===== src/rtl/uart_alu_defs.sv =====
// Shared definitions for the UART/ALU test design: FSM state encodings,
// ALU opcode constants and default operand/opcode widths.
package uart_alu_defs;

  localparam int unsigned DEF_N_BITS = 8;
  localparam int unsigned DEF_N_OP   = 6;

  // Sequencer states, 3-bit encoding
  typedef enum logic [2:0] {
    S_A    = 3'd0,
    S_B    = 3'd1,
    S_OP   = 3'd2,
    S_EXEC = 3'd3,
    S_WAIT = 3'd4
  } ctrl_state_t;

  // ALU opcodes (function field values)
  localparam logic [5:0] OP_ADD = 6'h20;
  localparam logic [5:0] OP_SUB = 6'h22;
  localparam logic [5:0] OP_AND = 6'h24;
  localparam logic [5:0] OP_OR  = 6'h25;
  localparam logic [5:0] OP_XOR = 6'h26;
  localparam logic [5:0] OP_SRA = 6'h03;
  localparam logic [5:0] OP_SRL = 6'h02;
  localparam logic [5:0] OP_NOR = 6'h27;

endpackage


===== src/rtl/uart_alu_ctrl.sv =====
// uart_alu_ctrl: collects operand A, operand B and opcode bytes from the UART
// receiver, presents them as registered ALU inputs, captures the ALU result
// and launches a single transmit, then waits for transmit completion.
//
// Ports:
//   i_clk, i_reset     clock, synchronous active-high reset
//   i_rx_data/i_rx_done received byte and its one-cycle valid pulse
//   i_tx_done           transmitter frame-complete pulse
//   i_alu_result        combinational ALU result
//   o_alu_a/o_alu_b/o_alu_op  registered ALU inputs
//   o_tx_data/o_tx_start      registered transmit byte and launch pulse
//   o_busy              high while executing / waiting for transmit
//   o_timeout           inter-byte timeout pulse
//
// Optional feature: define UART_ALU_CTRL_TIMEOUT_EN to build the inter-byte
// timeout counter; otherwise o_timeout is tied low.
module uart_alu_ctrl
  import uart_alu_defs::*;
#(
  parameter int unsigned N_BITS         = DEF_N_BITS,
  parameter int unsigned N_OP           = DEF_N_OP,
  parameter int unsigned TIMEOUT_CYCLES = 50_000_000
) (
  input  logic              i_clk,
  input  logic              i_reset,
  input  logic [N_BITS-1:0] i_rx_data,
  input  logic              i_rx_done,
  input  logic              i_tx_done,
  input  logic [N_BITS-1:0] i_alu_result,
  output logic [N_BITS-1:0] o_alu_a,
  output logic [N_BITS-1:0] o_alu_b,
  output logic [N_OP-1:0]   o_alu_op,
  output logic [N_BITS-1:0] o_tx_data,
  output logic              o_tx_start,
  output logic              o_busy,
  output logic              o_timeout
);

  ctrl_state_t state;
  logic        timeout_hit;

`ifdef UART_ALU_CTRL_TIMEOUT_EN
  localparam int unsigned CNT_W = $clog2(TIMEOUT_CYCLES + 1);

  logic [CNT_W-1:0] idle_cnt;
  logic             collecting;

  assign collecting  = (state == S_B) || (state == S_OP);
  // Expiry cycle is the TIMEOUT_CYCLES-th idle cycle; a byte in it wins
  assign timeout_hit = collecting && !i_rx_done &&
                       (idle_cnt == CNT_W'(TIMEOUT_CYCLES - 1));

  // Idle-cycle counter, only live while waiting for B or the opcode
  always_ff @(posedge i_clk) begin
    if (i_reset || !collecting || i_rx_done || timeout_hit) begin
      idle_cnt <= '0;
    end else begin
      idle_cnt <= idle_cnt + CNT_W'(1);
    end
  end

  // One-cycle timeout pulse
  always_ff @(posedge i_clk) begin
    if (i_reset) begin
      o_timeout <= 1'b0;
    end else begin
      o_timeout <= timeout_hit;
    end
  end
`else
  logic unused_timeout_cfg;
  assign unused_timeout_cfg = |32'(TIMEOUT_CYCLES);
  assign timeout_hit        = 1'b0;
  assign o_timeout          = 1'b0;
`endif

  // Sequencer with registered outputs
  always_ff @(posedge i_clk) begin
    if (i_reset) begin
      state      <= S_A;
      o_alu_a    <= '0;
      o_alu_b    <= '0;
      o_alu_op   <= '0;
      o_tx_data  <= '0;
      o_tx_start <= 1'b0;
      o_busy     <= 1'b0;
    end else begin
      o_tx_start <= 1'b0;
      case (state)
        S_A: begin
          if (i_rx_done) begin
            o_alu_a <= i_rx_data;
            state   <= S_B;
          end
        end
        S_B: begin
          if (i_rx_done) begin
            o_alu_b <= i_rx_data;
            state   <= S_OP;
          end else if (timeout_hit) begin
            state <= S_A;
          end
        end
        S_OP: begin
          if (i_rx_done) begin
            o_alu_op <= i_rx_data[N_OP-1:0];
            o_busy   <= 1'b1;
            state    <= S_EXEC;
          end else if (timeout_hit) begin
            state <= S_A;
          end
        end
        S_EXEC: begin
          o_tx_data  <= i_alu_result;
          o_tx_start <= 1'b1;
          state      <= S_WAIT;
        end
        S_WAIT: begin
          if (i_tx_done) begin
            o_busy <= 1'b0;
            state  <= S_A;
          end
        end
        default: begin
          o_busy <= 1'b0;
          state  <= S_A;
        end
      endcase
    end
  end

endmodule


===== config.mk =====
export PLATFORM = sky130hd
export DESIGN_NAME = uart_alu_ctrl
export DESIGN_NICKNAME = d
export VERILOG_FILES = /design/src/rtl/uart_alu_defs.sv /design/src/rtl/uart_alu_ctrl.sv
export SDC_FILE = /design/constraint.sdc
export NUM_CORES = 1
export LEC_CHECK = 0
export ABC_AREA = 1
export ABC_CLOCK_PERIOD_IN_PS = 2200
export BUFFER_PORTS_ARGS = -buffer_cell sky130_fd_sc_hd__buf_4
export CAP_MARGIN = 0
export CORE_UTILIZATION = 50
export CTS_CLUSTER_DIAMETER = 200
export DETAILED_ROUTE_END_ITERATION = 10
export PLACE_DENSITY = 0.85
export RECOVER_POWER = 25
export REMOVE_ABC_BUFFERS = 1
export SETUP_SLACK_MARGIN = 0.3
export SLEW_MARGIN = 10
export SYNTH_ARGS = -nofsm -noshare
export SYNTH_HDL_FRONTEND = slang
export SYNTH_SLANG_ARGS = --single-unit

===== constraint.sdc =====
create_clock -name i_clk -period 2.2 [get_ports i_clk]
set_input_delay 0.22 -clock i_clk [delete_from_list [all_inputs] [get_ports i_clk]]
set_output_delay 0.22 -clock i_clk [all_outputs]
set_load 0.1 [all_outputs]

==> impl_metrics.py <==
metrics = {
    "sta": {
        "relSlewSlack": 0.229,
        "tightest_slew_ps": 1160,
        "setup_tns_ps": 0,
        "hold_viol": 0,
        "skew_ps": 2.82,
        "final_max_slew_viol_count": 0,
        "min_period_ps": 1750,
        "rsz0062_at_grt": "false",
        "setup_viol": 0,
        "min_period_over_period": 0.797,
        "max_freq_ghz": 0.570,
    },
    "worst_setup_path": {
        "crit_arrival_ps": 1530,
        "crit_type": "register to output pin",
        "critPathTopFamily": "buffers and inverters",
        "critical_path_buf_inv_count": 1,
        "critPathMaxStageDelay_ps": 860,
        "timing.rr.start": "state[1]",
        "critical_path.endpoint_type": "output pin",
        "timing.reg2reg.setup_slack_ps": 780,
        "crit_required_ps": 1980,
        "worstSetupStartpoint": "o_alu_a[2]",
        "path_cells": "clkbuf_1",
        "reg2reg_depth": 5,
        "reg2reg_to": "o_tx_data[5]",
        "crit_path_top_delay_cell": "clkbuf_1",
        "cp-start-kind": "register",
        "path_max_fanout": 2,
    },
    "placed_design": {
        "place_inst": 245,
        "dp_hpwl_um": 2190,
        "gp_congestion": 0.727,
        "io_buffers": 51,
        "post_dp_cell_area_mm2": 0.00169,
    },
    "clocking": {
        "numCtsBuffers": 5,
        "clock_sinks": 35,
        "clk_pin_slew_ps": 100,
        "clockRootBuffer": "clkbuf_4",
        "cts_setup_buffers": 0,
        "cts.path.max_buffers": 2,
        "hold_buffers": 0,
        "cts_tree": "built",
        "clk_latency_ps": 340,
        "h-tree-depth": 2,
        "cts_resized": 0,
    },
    "yosys": {
        "yosysTopAreaCell": "dfxtp_1",
        "netlist_area_mm2": 0.00130,
        "ys_seq_area_frac": 0.538,
        "synthMuxAreaShare": 0,
        "yosys_register_bits": 35,
        "synth_cells": 169,
        "synth_adder_area_share": 0,
        "ys_warn_count": 0,
        "synth_top_family_by_area": "simple AND/OR/NAND/NOR gates",
        "yosys.area_share.simple": 0.241,
        "synth_cell_type_count": 18,
        "yosysTopAreaCellShare": 0.538,
        "synth_compound_area_frac": 0.152,
        "avgSynthCellArea_um2": 7.71,
        "synth_area_leaders": "dfxtp_1 54%, nor2_1 16%, o21ai_0 10%",
        "synth_xor_area_frac": 0,
    },
    "power": {
        "vdd_drop_max_uv": 836,
        "power_uw": 2210,
        "p_per_area_mw_per_mm2": 1270,
        "p_leak_uw": 0.000824,
    },
    "routing": {
        "vias": 1255,
        "drtIter0Drc": 22,
        "vias_per_cell": 4.96,
        "drt_wl_total_um": 2910,
        "drtPass1Iterations": 4,
        "drc": 0,
        "wire_per_inst_um": 11.5,
        "ant_nets": 0,
    },
    "cells_and_area": {
        "nNetsFinal": 242,
        "n_antenna_cell": 0,
        "drive_above_1_share": 0.265,
        "final_cell_area_mm2": 0.00173,
        "final_util": 0.699,
        "layout.cells.non_filler": 253,
        "final_cell_mix": "56 x nor2_1, 48 x buf_4, 35 x dfxtp_1",
        "area_delta_synth_final_pct": 33.0,
        "layout_commonest_cell": "nor2_1",
    },
    "global_route": {
        "grt_first_pass_wirelength_um": 4650,
        "grt_overflow": 0,
        "grt.busiest_layer": "met2",
        "grt_util_met1": 0.251,
        "grt_pass1_vias": 1165,
        "grt_use_met3": 0.0977,
        "grt_util_met2": 0.407,
        "track_usage": 0.237,
        "grt_max_degree": 33,
        "grt_antenna_before_repair": 0,
    },
    "die": {
        "num_rows": 18,
        "io_pins": 53,
        "die-area_mm2": 0.00281,
        "die_y_um": 53.0,
        "fp.coreArea_mm2": 0.00248,
        "start_util": 0.526,
        "die_w_um": 53.0,
    },
    "job": {
        "maxCapViolCount": 0,
    },
    "min_path": {
        "holdCritStartpoint": "i_reset",
        "min_path_cells": 2,
        "hold_path.class": "input pin to register",
        "min_to": "o_tx_start",
    },
    "run_status": {
        "status": "finished clean",
    },
}
[registers in the layout, summed over array words and instances (netlist names)]
signal,flops
o_alu_a,8
o_alu_b,8
o_alu_op,6
o_busy,1
o_tx_data,8
o_tx_start,1
state,3
[kinds of logic (layout without fill, tap and decap cells)]
family | after synthesis | in the layout
and+or+nand+nor | 74 | 74
AOI/OAI and AO/OA | 39 | 39
buffers and inverters | 20 | 74
other | 1 | 1
DFF | 35 | 35
[cell usage after synthesis, drive strengths merged]
cell / number
dfxtp: 35
inv: 15
nand4: 1
nor2: 57
nand2: 9
clkbuf: 3
a21oi: 8
nand3: 7
o21bai: 1
buf: 2
conb: 1
o21ai: 30
[where the power goes]
group	switching (uW)	internal, uW
clock network	200	188
registers	61.4	730
logic	826	202
total	1090	1120
[how the worst max path moves through the flow]
stage              endpoint  cells after the start  slack, ps
6_report         o_alu_a[2]                      1        450
5_1_grt        o_tx_data[5]                      1        400
4_1_cts         o_alu_op[0]                      4        940
3_5_place_dp    o_alu_op[0]                      4        880
3_3_place_gp    o_alu_op[1]                      4        970
2_1_floorplan  o_tx_data[0]                      2        910
[per-layer routing]
metal  routed length [um]  vias up
met5                    0        -
met4                   61        0
met3                  238        7
met2                 1350       56
met1                 1260      551
li1                     -      641
[area by class of cell]
type,instances,area [um2]
Sequential cell,35,701
Inverter,15,56.3
Timing Repair Buffer,51,372
Fill cell,216,744
Clock buffer,8,68.8
Tap cell,30,37.5
Multi-Input combinational cell,114,498
[per-stage QoR]
step / setup WS (ps) / hold slack [ps]
final: 446 / 50.0
after global routing: 404 / 23.4
after CTS: 944 / 35.6
after detailed placement: 881 / 404
after global placement: 971 / 403
after floorplan: 915 / 289
No activity file was read; power rests on OpenSTA's default activity.
